--- src/rtl/uart_rx_fifo_if.sv ---
// Handshake bundle between buart, the RX FIFO and the J1 I/O read path.
// The master side drives the buart byte, the CPU pop strobe and the overflow clear.
interface uart_rx_fifo_if #(
    parameter int unsigned DEPTH_LOG2 = 4
);
    logic                  uart_valid;
    logic [7:0]            uart_data;
    logic                  uart_rd;
    logic                  cpu_rd;
    logic [7:0]            cpu_data;
    logic                  avail;
    logic [DEPTH_LOG2:0]   count;
    logic                  overflow;
    logic                  ovf_clr;

    modport master (
        output uart_valid, uart_data, cpu_rd, ovf_clr,
        input  uart_rd, cpu_data, avail, count, overflow
    );

    modport slave (
        input  uart_valid, uart_data, cpu_rd, ovf_clr,
        output uart_rd, cpu_data, avail, count, overflow
    );
endinterface

--- src/rtl/uart_rx_fifo.sv ---
// Receive FIFO between buart and the CPU: one-cycle ack strobe per captured byte,
// show-ahead head byte, occupancy count and sticky overflow flag.
module uart_rx_fifo #(
    parameter int unsigned DEPTH_LOG2 = 4
) (
    input  logic           clk,
    input  logic           reset,
    uart_rx_fifo_if.slave  bus
);
    localparam int unsigned DEPTH = 1 << DEPTH_LOG2;
    localparam logic [DEPTH_LOG2:0] FULL_COUNT = (DEPTH_LOG2 + 1)'(DEPTH);

    logic [7:0]            mem [DEPTH];
    logic [DEPTH_LOG2-1:0] wr_ptr;
    logic [DEPTH_LOG2-1:0] rd_ptr;
    logic [DEPTH_LOG2:0]   count_r;
    logic                  uart_rd_r;
    logic                  overflow_r;

    logic push_req;
    logic pop;
    logic full;
    logic accept;
    logic drop;

    // valid is ignored while the ack is out, covering buart's one-cycle lag in dropping it
    always_comb begin
        push_req = bus.uart_valid && !uart_rd_r;
        full     = (count_r == FULL_COUNT);
        pop      = bus.cpu_rd && (count_r != '0);
        accept   = push_req && (!full || pop);
        drop     = push_req && full && !pop;
    end

    always_ff @(posedge clk or posedge reset) begin
        if (reset) begin
            wr_ptr     <= '0;
            rd_ptr     <= '0;
            count_r    <= '0;
            uart_rd_r  <= 1'b0;
            overflow_r <= 1'b0;
        end else begin
            uart_rd_r <= push_req;
            if (accept)
                wr_ptr <= wr_ptr + 1'b1;
            if (pop)
                rd_ptr <= rd_ptr + 1'b1;
            case ({accept, pop})
                2'b10:   count_r <= count_r + 1'b1;
                2'b01:   count_r <= count_r - 1'b1;
                default: count_r <= count_r;
            endcase
            // a drop in the same cycle as a clear keeps the flag set
            if (drop)
                overflow_r <= 1'b1;
            else if (bus.ovf_clr)
                overflow_r <= 1'b0;
        end
    end

    // When full, a write lands in the slot being popped; rd_ptr moves past it on the same edge.
    always_ff @(posedge clk) begin
        if (accept)
            mem[wr_ptr] <= bus.uart_data;
    end

    assign bus.uart_rd  = uart_rd_r;
    assign bus.count    = count_r;
    assign bus.avail    = (count_r != '0);
    assign bus.overflow = overflow_r;
    assign bus.cpu_data = (count_r != '0) ? mem[rd_ptr] : 8'h00;
endmodule

--- src/flat_wrapper.sv ---
// flat-port wrapper written by rule: the top's interface ports become plain ports
module uart_rx_fifo_flat 
#(
    parameter int unsigned DEPTH_LOG2 = 4
)
  (clk, reset, bus_uart_valid, bus_uart_data, bus_cpu_rd, bus_ovf_clr, bus_uart_rd, bus_cpu_data, bus_avail, bus_count, bus_overflow);
  uart_rx_fifo_if #(.DEPTH_LOG2(DEPTH_LOG2)) bus_i ();
  input  logic clk;
  input  logic reset;
  input wire logic [$bits(bus_i.uart_valid)-1:0] bus_uart_valid;
  input wire logic [$bits(bus_i.uart_data)-1:0] bus_uart_data;
  input wire logic [$bits(bus_i.cpu_rd)-1:0] bus_cpu_rd;
  input wire logic [$bits(bus_i.ovf_clr)-1:0] bus_ovf_clr;
  output wire logic [$bits(bus_i.uart_rd)-1:0] bus_uart_rd;
  output wire logic [$bits(bus_i.cpu_data)-1:0] bus_cpu_data;
  output wire logic [$bits(bus_i.avail)-1:0] bus_avail;
  output wire logic [$bits(bus_i.count)-1:0] bus_count;
  output wire logic [$bits(bus_i.overflow)-1:0] bus_overflow;
  assign bus_i.uart_valid = bus_uart_valid;
  assign bus_i.uart_data = bus_uart_data;
  assign bus_i.cpu_rd = bus_cpu_rd;
  assign bus_i.ovf_clr = bus_ovf_clr;
  assign bus_uart_rd = bus_i.uart_rd;
  assign bus_cpu_data = bus_i.cpu_data;
  assign bus_avail = bus_i.avail;
  assign bus_count = bus_i.count;
  assign bus_overflow = bus_i.overflow;
  uart_rx_fifo #(.DEPTH_LOG2(DEPTH_LOG2)) u_core (.clk(clk), .reset(reset), .bus(bus_i));
endmodule
--- config.mk ---
export PLATFORM = sky130hd
export DESIGN_NAME = uart_rx_fifo_flat
export DESIGN_NICKNAME = d
export VERILOG_FILES = /design/src/rtl/uart_rx_fifo_if.sv /design/src/rtl/uart_rx_fifo.sv /design/src/flat_wrapper.sv
export SDC_FILE = /design/constraint.sdc
export NUM_CORES = 1
export LEC_CHECK = 0
export BUFFER_PORTS_ARGS = -buffer_cell sky130_fd_sc_hd__buf_2
export CELL_PAD_IN_SITES_DETAIL_PLACEMENT = 0
export CELL_PAD_IN_SITES_GLOBAL_PLACEMENT = 1
export CORE_ASPECT_RATIO = 0.6
export CORE_MARGIN = 3
export CORE_UTILIZATION = 60
export CTS_BUF_LIST = sky130_fd_sc_hd__clkbuf_8
export CTS_CLUSTER_SIZE = 25
export DETAILED_ROUTE_END_ITERATION = 10
export HOLD_SLACK_MARGIN = 0.03
export PLACE_DENSITY_LB_ADDON = 0.12
export SLEW_MARGIN = 20
export SYNTH_ARGS = -nofsm -noshare
export SYNTH_HDL_FRONTEND = slang
export SYNTH_SLANG_ARGS = --single-unit
--- constraint.sdc ---
create_clock -name clk -period 4 [get_ports clk]
set_clock_uncertainty 0.05 [all_clocks]
set_input_delay 0.2 -clock clk [delete_from_list [all_inputs] [get_ports clk]]
set_output_delay 0.2 -clock clk [all_outputs]
set_load 0.02 [all_outputs]
==> run summary <==
Relative slew slack: 49.67%
Predominant post-synthesis flop cell: edfxtp_1
First-pass GRT wire length: 17.28 mm
Max-cap violations: 0
Sink Count: 143
Layout cells sized above 1: 32.14%
Final ANT Viol Nets: 0
Post-synth EDFFs: 128
Pwr dens: 702.9 nW/µm²
Horiz. Die Dim: 132.9 µm
Yosys warnings: 0
Vias per inst: 6.135
Multi-input logic area: 1478 µm²
Fmax: 312.2 MHz
Non-filler cells, final: 466
Number of fill cells: 579
Final setup fails: 0
# Post-CTS Setup Buffers: 0
Seq pwr share: 44.5%
Final Cycle Share: 80.08%
Worst endpoint data arrival time: 2.95 ns
Status: complete, no violations
Worst Path Required: 3.75 ns
Largest area contributor in the netlist: edfxtp_1
CTS H-tree lvls: 4
Post-layout util: 70.03%
Synth area leaders: edfxtp_1, mux4_2, dfrtp_1
Register area: 4220 µm²
WL/cell: 24.48 µm
Routability Congestion: 0.7303
Post-layout nets: 342
DIE HEIGHT: 82.16 µm
PostCTS Resize Cnt: 0
Vias in the first global route: 2818
Final min period: 3.203 ns
Crit. End Element: primary output
GRT Util Overall: 22.70%
Routed vias: 2859
Post-synth ARST share: 10.49%
Combinational power share: 28.6%
Synth Cell Area: 5799 µm²
Area of the die: 10920 µm²
Boundary pin count: 29
Initial antenna violation count: 0
Area growth, synth to finish: 12.19%
Post-Syn Instances: 284
Clk network pwr share: 26.9%
Diode count: 0
CP Max Fanout: 19
Seq/Total Area, Yosys: 72.75%
Detailed Route WL: 11.41 mm
Syn Nets: 303
Worst slew pin tran: 0.7549 ns
Kind of launch point of the worst setup path: flop
Total Neg Setup Slack: 0 ns
M2 GR Usage: 32.89%
RSZ-0062 raised after global routing: false
Clk pin slew, worst setup/hold paths: 0.08 ns
CTS Buf Count: 17
GRT overflow: 0
Final hold viol count: 0
GRT met1 Usage: 34.29%
Cts hold-fix bufs: 2
Avg Cell Area, Syn: 20.42 µm²
Iter 0 DRT Violations: 378
Final HPWL DP: 7.139 mm
NetSw: 1.409 mW
PortBufs: 28
Clk buf depth: 2
Final critical-path setup slack: 0.7968 ns
Peak supply drop: 0.0003278 V
Pleak: 2.183 nW
Drt drc: 0
Total power: 4.573 mW
Worst skew pair latency: 0.43 ns
Post-synthesis register bit count: 143
GRT met3 Usage: 6.174%
Synth top area share: 66.28%
Core Rows: 27
FF-to-FF setup slack: 1.15 ns
Yosys cell types: 35
Int Power: 3.164 mW
CTS tree: built
Root buf cell: clkbuf_8
Initial core utilization: 62.42%
Sw frac: 30.81%
Global route hottest layer: met1
Setup Crit Path Kind: reg2out
Largest net degree at the start of global routing: 27
Core Area: 9290 µm²
Setup WS pre-CTS: 1.190 ns
First drt pass iteration count: 4
Dpl cells: 432
Hold Crit Class: in2reg
Slew Limit Fails: 0
==> Yosys cell counts, types with 2 or more instances <==
master    instances
xor2_1            2
o21ai_0           2
nor2b_1           9
a21oi_1           2
dfrtp_1          15
and4_1            4
buf_1             3
buf_6             3
edfxtp_1        128
mux4_2           40
nor2_2            2
ha_1              6
clkbuf_1          6
a31oi_1           3
nor2_1            4
inv_1             6
nor3_1            2
nand4_1           3
and2_1           12
xnor2_1           9
nand2_1           9
==> power by group through the flow <==
stage	sequential [mW]	clock, mW	combinational, mW
floorplan	1.91	0	1.10
finish	2.04	1.23	1.31
global route	2.06	1.31	1.42
global placement	2.06	0	1.29
CTS	2.03	1.24	1.32
detailed placement	2.07	0	1.31
==> metrics by stage <==
stage / cell area [µm²] / hold slack [ns]
3_3_place_gp: 6053 / 0.2527
2_1_floorplan: 5799 / 0.05148
4_1_cts: 6506 / 0.05880
6_report: 6506 / 0.08886
5_1_grt: 6506 / 0.07624
3_5_place_dp: 6053 / 0.2413
==> logic make-up after synthesis <==
family	synth area share, %
AND/OR/NAND/NOR	5.502
buffers and inverters	1.769
multiplexers	15.97
adder cells (fa/ha/maj)	1.294
XOR/XNOR	1.661
flip-flops	72.75
AO/OA/AOI/OAI	1.057
==> cell usage in the layout (no fill, tap or decap), types with 2 or more instances in the layout <==
| master | count |
|---|---|
| mux4_2 | 40 |
| clkbuf_8 | 19 |
| nor2_2 | 2 |
| nand2_1 | 9 |
| buf_2 | 28 |
| clkinv_2 | 2 |
| nand4_1 | 3 |
| bufinv_16 | 4 |
| clkinvlp_4 | 4 |
| dlygate4sd3_1 | 2 |
| xnor2_1 | 9 |
| o21ai_0 | 2 |
| dfrtp_1 | 14 |
| a31oi_1 | 3 |
| buf_4 | 4 |
| and2_1 | 12 |
| nor2b_1 | 9 |
| and4_1 | 4 |
| nor2_1 | 4 |
| xor2_1 | 2 |
| a21oi_1 | 2 |
| nor3_1 | 2 |
| ha_1 | 6 |
| edfxtp_1 | 128 |
| inv_1 | 8 |
==> registers in the layout, summed over array words and instances (netlist names) <==
register             cells
u_core.wr_ptr            4
u_core.bus.uart_rd       1
u_core.bus.overflow      1
u_core.bus.count         5
u_core.mem             128
u_core.rd_ptr            4
==> metal layers <==
| metal | wire, µm | share of wire [%] | up-vias |
|---|---|---|---|
| met3 | 783 | 6.9 | 10 |
| met1 | 5400 | 47 | 1519 |
| met5 | 0 | 0 | - |
| met4 | 94 | 0.82 | 0 |
| li1 | - | - | 1218 |
| met2 | 5131 | 45 | 112 |
==> area by class of cell <==
| type | count | area share (%) |
|---|---|---|
| Timing Repair Buffer | 34 | 2.923 |
| Clock buffer | 19 | 4.019 |
| Tap cell | 130 | 2.500 |
| Inverter | 6 | 0.3462 |
| Clock inverter | 13 | 2.635 |
| Multi-Input combinational cell | 121 | 22.71 |
| Sequential cell | 143 | 64.87 |
==> path summary, 6_finish.rpt <==
kind / start / cells after the start / endpoint
max: u_core.rd_ptr[0]$_DFFE_PP0P_ / 5 / bus_cpu_data[4]
min: bus_uart_data[4] / 1 / u_core.mem[3][4]$_DFFE_PP_
max reg2reg: u_core.bus.count[1]$_DFFE_PP0P_ / 10 / u_core.bus.count[4]$_DFFE_PP0P_
min reg2reg: u_core.bus.overflow$_DFFE_PP0P_ / 2 / u_core.bus.overflow$_DFFE_PP0P_
max in group asynchronous: reset / 3 / u_core.rd_ptr[0]$_DFFE_PP0P_
min in group asynchronous: reset / 3 / u_core.bus.overflow$_DFFE_PP0P_
==> worst max-delay path: stages (launching register included) <==
cell     delay (ns)
dfrtp_2        0.79
buf_4          0.32
mux4_2         0.54
mux4_2         0.47
nor2b_1        0.17
buf_2          0.21
No activity file was read; power rests on OpenSTA's default activity.
